## config.mk

```make
export PLATFORM = sky130hd
export DESIGN_NAME = mod_exp_engine
export DESIGN_NICKNAME = d
export VERILOG_FILES = /design/src/rtl/mod_exp_pkg.sv /design/src/rtl/mod_mul_serial.sv /design/src/rtl/mod_exp_engine.sv
export SDC_FILE = /design/constraint.sdc
export NUM_CORES = 2
export LEC_CHECK = 0
export BUFFER_PORTS_ARGS = -buffer_cell sky130_fd_sc_hd__buf_2
export CAP_MARGIN = 25
export CORE_UTILIZATION = 40
export CTS_BUF_LIST = sky130_fd_sc_hd__clkbuf_8 sky130_fd_sc_hd__clkbuf_16
export CTS_CLUSTER_DIAMETER = 100
export DETAILED_ROUTE_END_ITERATION = 8
export PLACE_DENSITY = 0.55
export SYNTH_ARGS = -nofsm -noshare
export SYNTH_HDL_FRONTEND = slang
export SYNTH_HIERARCHICAL = 1
export SYNTH_SLANG_ARGS = --single-unit
```

## constraint.sdc

```tcl
create_clock -name clk -period 10.04 [get_ports clk]
set_input_delay 2.008 -clock clk [delete_from_list [all_inputs] [get_ports clk]]
set_output_delay 2.008 -clock clk [all_outputs]
set_load 0.05 [all_outputs]
```

## src/rtl/mod_exp_pkg.sv

```systemverilog
// Shared types and helpers for the modular exponentiation engine.
// Holds the FSM state encoding and the cycle-count model used to plan around the engine.
package mod_exp_pkg;

    typedef enum logic [2:0] {
        StIdle,
        StReduce,
        StMul,
        StSqr,
        StFin
    } state_e;

    localparam int unsigned MAX_WIDTH = 1024;

    // One modmul sub-op: a load cycle followed by one step per operand bit.
    function automatic int unsigned mul_cycles(input int unsigned width);
        return width + 1;
    endfunction

    // Cycles from the accepting edge to the cycle in which done is high (non-zero modulus).
    function automatic int unsigned exp_latency(input logic [MAX_WIDTH-1:0] e,
                                                input int unsigned width);
        int unsigned pop;
        int unsigned len;
        pop = 0;
        len = 0;
        for (int unsigned i = 0; i < width && i < MAX_WIDTH; i++) begin
            if (e[i]) begin
                pop = pop + 1;
                len = i + 1;
            end
        end
        return 1 + (1 + pop + ((len > 0) ? len - 1 : 0)) * mul_cycles(width);
    endfunction

endpackage

```

## src/rtl/mod_mul_serial.sv

```systemverilog
// Bit-serial modular multiplier: p = a*b mod m, MSB-first interleaved shift-add.
// Takes one load cycle plus WIDTH step cycles; done/p are valid during the final step cycle.
module mod_mul_serial
    import mod_exp_pkg::*;
#(
    parameter int unsigned WIDTH = 128,
    parameter int unsigned CNT_W = $clog2(WIDTH + 1)
) (
    input  logic             clk,
    input  logic             reset,
    input  logic             load,
    input  logic [WIDTH-1:0] a,
    input  logic [WIDTH-1:0] b,
    input  logic [WIDTH-1:0] m,
    output logic             busy,
    output logic             done,
    output logic [WIDTH-1:0] p
);

    localparam int unsigned MUL_CYCLES = mul_cycles(WIDTH);
    localparam logic [CNT_W-1:0] LastCnt = CNT_W'(MUL_CYCLES - 1);

    logic [WIDTH-1:0] a_q, b_q, m_q;
    logic [WIDTH+1:0] acc_q;
    logic [CNT_W-1:0] cnt_q;
    logic             busy_q;

    logic [WIDTH-1:0] b_sel;
    logic [WIDTH+1:0] m_ext, sum, sub1, sub2;

    // acc < m on entry and b <= m, so 2*acc + b < 3m: two subtractions fully reduce it.
    always_comb begin
        b_sel = a_q[WIDTH-1] ? b_q : '0;
        m_ext = {2'b00, m_q};
        sum   = (acc_q << 1) + {2'b00, b_sel};
        sub1  = (sum >= m_ext) ? sum - m_ext : sum;
        sub2  = (sub1 >= m_ext) ? sub1 - m_ext : sub1;
    end

    assign busy = busy_q;
    assign done = busy_q && (cnt_q == LastCnt);
    assign p    = sub2[WIDTH-1:0];

    always_ff @(posedge clk) begin
        if (reset) begin
            a_q    <= '0;
            b_q    <= '0;
            m_q    <= '0;
            acc_q  <= '0;
            cnt_q  <= '0;
            busy_q <= 1'b0;
        end else if (load) begin
            a_q    <= a;
            b_q    <= b;
            m_q    <= m;
            acc_q  <= '0;
            cnt_q  <= CNT_W'(1);
            busy_q <= 1'b1;
        end else if (busy_q) begin
            a_q   <= a_q << 1;
            acc_q <= sub2;
            cnt_q <= cnt_q + CNT_W'(1);
            if (done) begin
                busy_q <= 1'b0;
            end
        end
    end

endmodule

```

## src/rtl/mod_exp_engine.sv

```systemverilog
// Modular exponentiation engine: result = base^exponent mod modulus, right-to-left binary method.
// Sequences a single serial modmul through REDUCE, MUL and SQR phases with a start/busy/done handshake.
module mod_exp_engine
    import mod_exp_pkg::*;
#(
    parameter int unsigned WIDTH = 128,
    parameter int unsigned CNT_W = $clog2(WIDTH + 1)
) (
    input  logic             clk,
    input  logic             reset,
    input  logic             start,
    input  logic [WIDTH-1:0] base,
    input  logic [WIDTH-1:0] exponent,
    input  logic [WIDTH-1:0] modulus,
    output logic             busy,
    output logic             done,
    output logic [WIDTH-1:0] result,
    output logic             error
);

    state_e state_q, state_d;

    logic [WIDTH-1:0] base_q, base_d;
    logic [WIDTH-1:0] exp_q, exp_d;
    logic [WIDTH-1:0] mod_q, mod_d;
    logic [WIDTH-1:0] b_q, b_d;
    logic [WIDTH-1:0] r_q, r_d;
    logic [WIDTH-1:0] result_q, result_d;
    logic             error_q, error_d;
    logic [CNT_W-1:0] k_q, k_d, k_inc;

    logic             mm_load, mm_busy, mm_done;
    logic [WIDTH-1:0] mm_a, mm_b, mm_p;

    logic             branch;
    logic [WIDTH-1:0] exp_rest;

    mod_mul_serial #(
        .WIDTH (WIDTH),
        .CNT_W (CNT_W)
    ) u_mul (
        .clk   (clk),
        .reset (reset),
        .load  (mm_load),
        .a     (mm_a),
        .b     (mm_b),
        .m     (mod_q),
        .busy  (mm_busy),
        .done  (mm_done),
        .p     (mm_p)
    );

    assign k_inc = k_q + CNT_W'(1);

    always_comb begin
        state_d  = state_q;
        base_d   = base_q;
        exp_d    = exp_q;
        mod_d    = mod_q;
        b_d      = b_q;
        r_d      = r_q;
        k_d      = k_q;
        result_d = result_q;
        error_d  = error_q;
        mm_load  = 1'b0;
        mm_a     = b_q;
        mm_b     = b_q;
        branch   = 1'b0;
        exp_rest = '0;

        unique case (state_q)
            // The done cycle (StFin) accepts a new start exactly like StIdle.
            StIdle, StFin: begin
                state_d = StIdle;
                if (start) begin
                    base_d = base;
                    exp_d  = exponent;
                    mod_d  = modulus;
                    k_d    = '0;
                    if (modulus == '0) begin
                        state_d  = StFin;
                        result_d = '0;
                        error_d  = 1'b1;
                    end else begin
                        state_d = StReduce;
                        error_d = 1'b0;
                    end
                end
            end
            StReduce: begin
                mm_a    = base_q;
                mm_b    = WIDTH'(1);
                mm_load = !mm_busy;
                if (mm_done) begin
                    b_d      = mm_p;
                    r_d      = (mod_q == WIDTH'(1)) ? '0 : WIDTH'(1);
                    k_d      = '0;
                    exp_rest = exp_q;
                    branch   = 1'b1;
                end
            end
            StMul: begin
                mm_a    = r_q;
                mm_b    = b_q;
                mm_load = !mm_busy;
                if (mm_done) begin
                    r_d = mm_p;
                    if ((exp_q >> k_inc) == '0) begin
                        state_d  = StFin;
                        result_d = mm_p;
                    end else begin
                        state_d = StSqr;
                    end
                end
            end
            StSqr: begin
                mm_load = !mm_busy;
                if (mm_done) begin
                    b_d      = mm_p;
                    k_d      = k_inc;
                    exp_rest = exp_q >> k_inc;
                    branch   = 1'b1;
                end
            end
            default: state_d = StIdle;
        endcase

        // Pick the next phase from the exponent bits not yet consumed.
        if (branch) begin
            if (exp_rest == '0) begin
                state_d  = StFin;
                result_d = r_d;
            end else if (exp_rest[0]) begin
                state_d = StMul;
            end else begin
                state_d = StSqr;
            end
        end
    end

    assign busy   = (state_q == StReduce) || (state_q == StMul) || (state_q == StSqr);
    assign done   = (state_q == StFin);
    assign result = result_q;
    assign error  = error_q;

    always_ff @(posedge clk) begin
        if (reset) begin
            state_q  <= StIdle;
            base_q   <= '0;
            exp_q    <= '0;
            mod_q    <= '0;
            b_q      <= '0;
            r_q      <= '0;
            k_q      <= '0;
            result_q <= '0;
            error_q  <= 1'b0;
        end else begin
            state_q  <= state_d;
            base_q   <= base_d;
            exp_q    <= exp_d;
            mod_q    <= mod_d;
            b_q      <= b_d;
            r_q      <= r_d;
            k_q      <= k_d;
            result_q <= result_d;
            error_q  <= error_d;
        end
    end

endmodule

```

* Word-level counts from Yosys, hierarchy flattened *
Index checks and enable logic that the tools add are counted.

word-level totals
  flip-flop bits (word level) = 1302
  input port bits = 387

cells by class
  shift operators = 1
  reduce and logical (&&, ||, !) cells = 18
  add/subtract/negate cells = 5
  order comparisons = 2
  equal/unequal tests = 11
  multiplexer cells = 42

operators with widths
  operator                                          number
  2-to-1 mux 128 bit                                14
  case mux 128 bit (2 select lines)                 4
  zero test 128 bit                                 3
  >= comparator 130 x 128 -> 1 bit                  2
  adder 130 x 128 -> 130 bit                        1
  2-to-1 mux 130 bit                                1
  subtractor 130 x 128 -> 130 bit                   1
  2-to-1 mux 129 bit                                1
  subtractor 129 x 128 -> 129 bit                   1
  == test 128 x 1 -> 1 bit (second input constant)  1
  >> shifter 128 x 8 -> 128 bit                     1
  2-to-1 mux 8 bit                                  3
  case mux 8 bit (3 select lines)                   1
  2-to-1 mux 3 bit                                  6
  adder 8 x 1 -> 8 bit (second input constant)      2
  2-to-1 mux 1 bit                                  11
  case mux 3 bit (3 select lines)                   1
  == test 8 bit (second input constant)             1
  == test 3 x 2 -> 1 bit (second input constant)    2
  != test 2 bit (second input constant)             3
  AND reduction 2 bit                               3
  OR reduction 2 bit                                3
  AND reduction 4 bit                               1
  == test 3 x 1 -> 1 bit (second input constant)    1
  10 further kinds                                  11

* Logic depth before layout (Yosys ltp) *
  word-level depth = 11
  mapped depth = 55
  gate-level depth less buffers = 47

* Modules after synthesis *
Netlist, hierarchy kept.

by module, submodules not included
  module          instances  seq. area each (um^2)  area each (um^2)  cells an instance
  mod_mul_serial  1          10450.0                49730.2           6839
  mod_exp_engine  1          15615.0                40729.1           5111

* Least setup slack after synthesis *
Ideal clock, no wire load.

  path type = reg-to-reg
  from = register u_mul.a_q[127]
  to = register result_q[125], in the netlist result[125]
  clock period less this slack = 10.146 ns
  arrival time = 10.028 ns
  slack = -0.106 ns
  stages on the path, launching flop included = 54
  library setup time = 0.118 ns
  data required time = 9.922 ns
  cells stage by stage = dfxtp_1 > clkbuf_1 > and2_1 > ha_1 > inv_1 > fa_1 > nand2b_1 > a21oi_2 > o21ai_2 > a2111oi_4 > o211ai_1 > a31o_1 > o31a_1 > o41a_1 > o21a_2 > o31ai_1 > xnor2_1 > inv_1 > [... 18 more ...] > nand4_1 > nor4_1 > or3b_2 > or4_1 > a211oi_1 > nor3_1 > o21ai_1 > a21oi_1 > o41ai_1 > a21oi_1 > xor2_1 > nor2_1 > a21oi_1 > inv_1 > buf_4 > a22oi_1 > a21o_1 > a21oi_2

on the way
  word-level cells in the longest chain between the ends = 11
  elaborated cells between the ends (all ways) = 15
  classes of those cells = add/sub (3); order compare (2); mux (10)

ends and longest elaborated chain
  element                                                                              RTL line               source
  from (decl)                                                                          mod_mul_serial.sv:23   logic [WIDTH-1:0] a_q, b_q, m_q;
  from (signal assigned)                                                               mod_mul_serial.sv:60   a_q <= a_q << 1;
  2-to-1 mux 128 bit (*)                                                               mod_mul_serial.sv:33   b_sel = a_q[WIDTH-1] ? b_q : '0;
  adder 130 x 128 -> 130 bit (*)                                                       mod_mul_serial.sv:35   sum = (acc_q << 1) + {2'b00, b_sel};
  subtractor 130 x 128 -> 130 bit or >= comparator 130 x 128 -> 1 bit (tied branches)  mod_mul_serial.sv:36   sub1 = (sum >= m_ext) ? sum - m_ext : sum;
  2-to-1 mux 130 bit (*)                                                               mod_mul_serial.sv:36
  subtractor 129 x 128 -> 129 bit or >= comparator 130 x 128 -> 1 bit (tied branches)  mod_mul_serial.sv:37   sub2 = (sub1 >= m_ext) ? sub1 - m_ext : sub1;
  2-to-1 mux 129 bit (*)                                                               mod_mul_serial.sv:37
  named net u_mul.sub2[125]                                                            mod_mul_serial.sv:29   logic [WIDTH+1:0] m_ext, sum, sub1, sub2;
  2-to-1 mux 128 bit                                                                   mod_exp_engine.sv:108  if ((exp_q >> k_inc) == '0) begin
  2-to-1 mux 128 bit                                                                   mod_exp_engine.sv:106  if (mm_done) begin
  case mux 128 bit (2 select lines)                                                    mod_exp_engine.sv:71   unique case (state_q)
  2-to-1 mux 128 bit                                                                   mod_exp_engine.sv:130  if (exp_rest == '0) begin
  2-to-1 mux 128 bit (*)                                                               mod_exp_engine.sv:129  if (branch) begin
  to (signal assigned)                                                                 mod_exp_engine.sv:165  result_q <= result_d;
  to (decl)                                                                            mod_exp_engine.sv:28   logic [WIDTH-1:0] result_q, result_d;

Mark *: on every way through the listed nets, which the timed path passes. The rest lies on a longest branch.
A chain may end at the register's enable or synchronous reset.

* Worst setup path after layout *
  from = register u_mul.a_q[127]
  to = register result_q[10], in the netlist result[10]

on the way
  word-level cells in the longest chain between the ends = 11
  elaborated cells between the ends (all ways) = 15
  classes of those cells = add/sub (3); order compare (2); mux (10)

ends and longest elaborated chain
  element                                                                              RTL line               source
  2-to-1 mux 128 bit (*)                                                               mod_mul_serial.sv:33
  adder 130 x 128 -> 130 bit (*)                                                       mod_mul_serial.sv:35
  subtractor 130 x 128 -> 130 bit or >= comparator 130 x 128 -> 1 bit (tied branches)  mod_mul_serial.sv:36
  2-to-1 mux 130 bit (*)                                                               mod_mul_serial.sv:36
  subtractor 129 x 128 -> 129 bit or >= comparator 130 x 128 -> 1 bit (tied branches)  mod_mul_serial.sv:37
  2-to-1 mux 129 bit (*)                                                               mod_mul_serial.sv:37
  named net mm_p[10]                                                                   mod_exp_engine.sv:33   logic [WIDTH-1:0] mm_a, mm_b, mm_p;
  2-to-1 mux 128 bit                                                                   mod_exp_engine.sv:108
  2-to-1 mux 128 bit                                                                   mod_exp_engine.sv:106
  case mux 128 bit (2 select lines)                                                    mod_exp_engine.sv:71
  2-to-1 mux 128 bit                                                                   mod_exp_engine.sv:130
  2-to-1 mux 128 bit (*)                                                               mod_exp_engine.sv:129

Marks and branches as above.

==> results.py <==
metrics = {
    "logic_synthesis": {
        "synth_top_family_by_area": "compound AO/OA/AOI/OAI gates",
        "syn_avg_cell_area_um2": 7.570,
        "yosys_warnings": 6,
        "yosysSeqAreaShare_pct": 28.81,
        "synthMuxAreaShare_pct": 9.661,
        "synth-edff-count": 0,
        "synthAdderAreaFrac_pct": 5.405,
        "ys_types": 117,
        "async_flop_share_pct": 0,
        "synth_ff_type": "dfxtp_1",
        "synth_cells": 11950,
        "syn_area_um2": 90460,
        "syn_nets": 12730,
        "yosys.area_share.simple_pct": 21.18,
        "synth-compound-area-share_pct": 24.51,
        "synthXorXnorAreaFrac_pct": 3.831,
        "synth_seq_cells": 1302,
    },
    "routing": {
        "drc": 0,
        "avgViaCountPerCell": 5.739,
        "dr.first_iter.drc_count": 9943,
        "vias": 99930,
        "dr.pass1.iters": 8,
        "wl_per_cell_um": 25.48,
        "postRouteAntennaNets": 0,
        "routed_wl_um": 443700,
    },
    "global_routing": {
        "grt_max_degree": 205,
        "grt_pass1_vias": 94170,
        "grt_usage_pct": 36.44,
        "antenna_found_initial": 19,
        "gr-total-overflow": 0,
        "grt_pass1_wl_um": 626700,
    },
    "worst_setup_path": {
        "critPathRequiredTime_ps": 10710,
        "cp_slowest_cell": "o41a_1",
        "start_kind": "flop",
        "path_class": "reg2reg",
        "crit_top_cell": "buf_12",
        "cp_max_fo": 17,
        "endpoint_kind": "flop",
        "cp_slowest_stage_delay_ps": 470,
        "cp_data_arrival_time_ps": 11750,
    },
    "finish": {
        "final_nets": 15070,
        "fillerInstances": 21640,
        "multi_input_area_um2": 62150,
        "syn2layout_area_growth_pct": 35.47,
        "drive_gt1_share_pct": 30.82,
        "seq_area_um2": 26080,
        "final_cell_count_no_fill": 17410,
    },
    "cts": {
        "cts_tree": "done",
        "ctsLongestPathBuffers": 3,
        "clock_latency_ps": 840,
        "cts_inserted_buffers": 152,
        "path_clk_slew_ps": 60,
        "cts_root_buffer": "clkbuf_16",
        "cts_sinks": 1302,
        "cts_max_level": 4,
    },
    "floorplanning": {
        "die_y_um": 477.6,
        "rows": 174,
        "dieArea_um2": 228100,
        "die_width_um": 477.6,
        "start_util_pct": 40.26,
        "ios": 518,
        "core_area_um2": 224700,
    },
    "placed_design": {
        "dpl.cell_count": 17010,
        "routabilityCongestion": 1.050,
        "port_buffers": 517,
        "hpwl_um": 342500,
    },
    "timing": {
        "setup_violations": 513,
        "layout_setup_ws_ps": -1033,
        "fin_skew_ps": 73.23,
        "grt_setup_unrepaired": "true",
        "max_slew_margin_pct": 15.81,
        "layout_min_cycle_time_ps": 11070,
        "fin_crit_sh_pct": 110.3,
        "max_freq_mhz": 90.31,
        "worst_pin_slew_ps": 1263,
        "finalHoldViolCount": 0,
        "final_max_slew_viol_count": 0,
    },
    "job": {
        "drv_cap": 0,
    },
    "outcome": {
        "violations": "setup timing",
        "outcome": "complete, but fails checks",
    },
    "worst_hold_path": {
        "min_path_type": "reg2reg",
    },
}
## cells in the mapped netlist (101+ instances only)
cell type  instances  area share (%)
nor4_1           143            0.99
clkbuf_1         603             2.5
a22oi_2          121             1.7
o21ai_0          517             2.9
a21o_1           283             2.3
nor2b_1          167             1.2
buf_2            116            0.64
inv_1            287             1.2
ha_1             386             5.3
mux2_2           147             1.8
nand4_1          233             1.6
a21oi_1         1398             7.7
xnor2_1          239             2.3
nand2_1         1982             8.2
nand3_1          101            0.56
dfxtp_1         1302              29
a22oi_1          275             2.3
buf_4            156             1.3
o21a_1           114            0.95
xor2_1           148             1.4
and2_1           163             1.1
nor2_1          1228             5.1
nor3_1           129            0.71
mux2i_1          534             5.9
## logic make-up (layout without fill, tap and decap cells)
kind of cell | after synthesis | count (layout)
compound gates | 3466 | 3466
xor+xnor | 391 | 391
fa+ha+maj | 389 | 389
buf+inv | 1278 | 3742
flops | 1302 | 1302
mux | 763 | 763
other cells | 0 | 7
simple gates | 4361 | 4361
## state kept, by name, summed over array words and instances (netlist names), 128 cells and up
name	flops
u_mul/m_q	128
mod_q	128
b_q	128
exp_q	128
base_q	128
result	128
u_mul/acc_q	129
u_mul/b_q	128
r_q	128
u_mul/a_q	128
## routing by layer
layer / part of all wire (%) / wire, um / GRT usage [%]
met1: 46 / 205300 / 53.12
met2: 42 / 186500 / 54.20
met3: 8.1 / 36100 / 5.989
met4: 3.5 / 15660 / 11.34
met5: 0.0097 / 43 / 0
## per-stage QoR
stage | worst slack, ps | TNS, ps | cell area (um2) | util, % | hold WS, ps
floorplan | 5.157 | 0 | 90470 | - | 436.0
global placement | -3326 | -1464980 | 111900 | 49.78 | 442.6
detailed placement | -3305 | -1456320 | 111900 | 49.79 | 446.7
CTS | -1068 | -438320 | 118100 | 52.55 | 454.6
global route | -1221 | -499960 | 122500 | 54.54 | 471.9
finish | -1033 | -398400 | 122500 | 54.54 | 456.7
## worst max-delay path: cells and delay by family, from the launching register on
| kind | cells | cell delay (ps) |
|---|---|---|
| fa+ha+maj | 3 | 670 |
| compound gates | 23 | 4750 |
| mux | 1 | 370 |
| buf+inv | 14 | 2350 |
| xor+xnor | 1 | 150 |
| flops | 1 | 360 |
| simple gates | 10 | 2140 |
## final timing paths
check	slack, ps	startpoint	cells after the start	end
worst min-delay path	460	base_q[70]$_SDFFE_PP0P_	2	base_q[70]$_SDFFE_PP0P_
worst max register to register	-1030	u_mul/a_q[127]$_SDFFE_PP0P_	52	result[10]$_SDFF_PP0_
worst min register to register	460	base_q[70]$_SDFFE_PP0P_	2	base_q[70]$_SDFFE_PP0P_
worst max-delay path	-1030	u_mul/a_q[127]$_SDFFE_PP0P_	52	result[10]$_SDFF_PP0_
## cells in the final DEF (no fill, tap or decap), drive strengths merged, types with 164 or more instances in the layout
cell and count:
nor2 1229, mux2i 536, and2 164, nand4 234, a21oi 1430, buf 3158
a21o 283, nor2b 167, o21ai 572, dfxtp 1302, inv 342, a22oi 396
ha 386, nand2 1982, xnor2 242, clkbuf 211
## repair_timing
item / CTS / global route
setup buffers: 17 / 86
gates resized for setup: 204 / 709
setup endpoints to repair: 513 / 513
pin swaps: 22 / 204
endpoints found under the hold margin: 0 / 0
cloned: 3 / 27
hold buffers: 0 / 0
## final cells by class
cell class	count	share of cell area, %
clock inverters	84	0.6514
multi-input cells	9370	50.72
repair inverters	1	0.01327
clock buffers	189	3.547
inverters	288	0.9046
well taps	2992	3.055
repair buffers	3180	19.82
diodes	7	0.01429
flip-flops and latches	1302	21.28
Power is left out: the tool's default activity adds up to more than one toggle a clock period on the data nets, which glitch-free logic cannot reach.
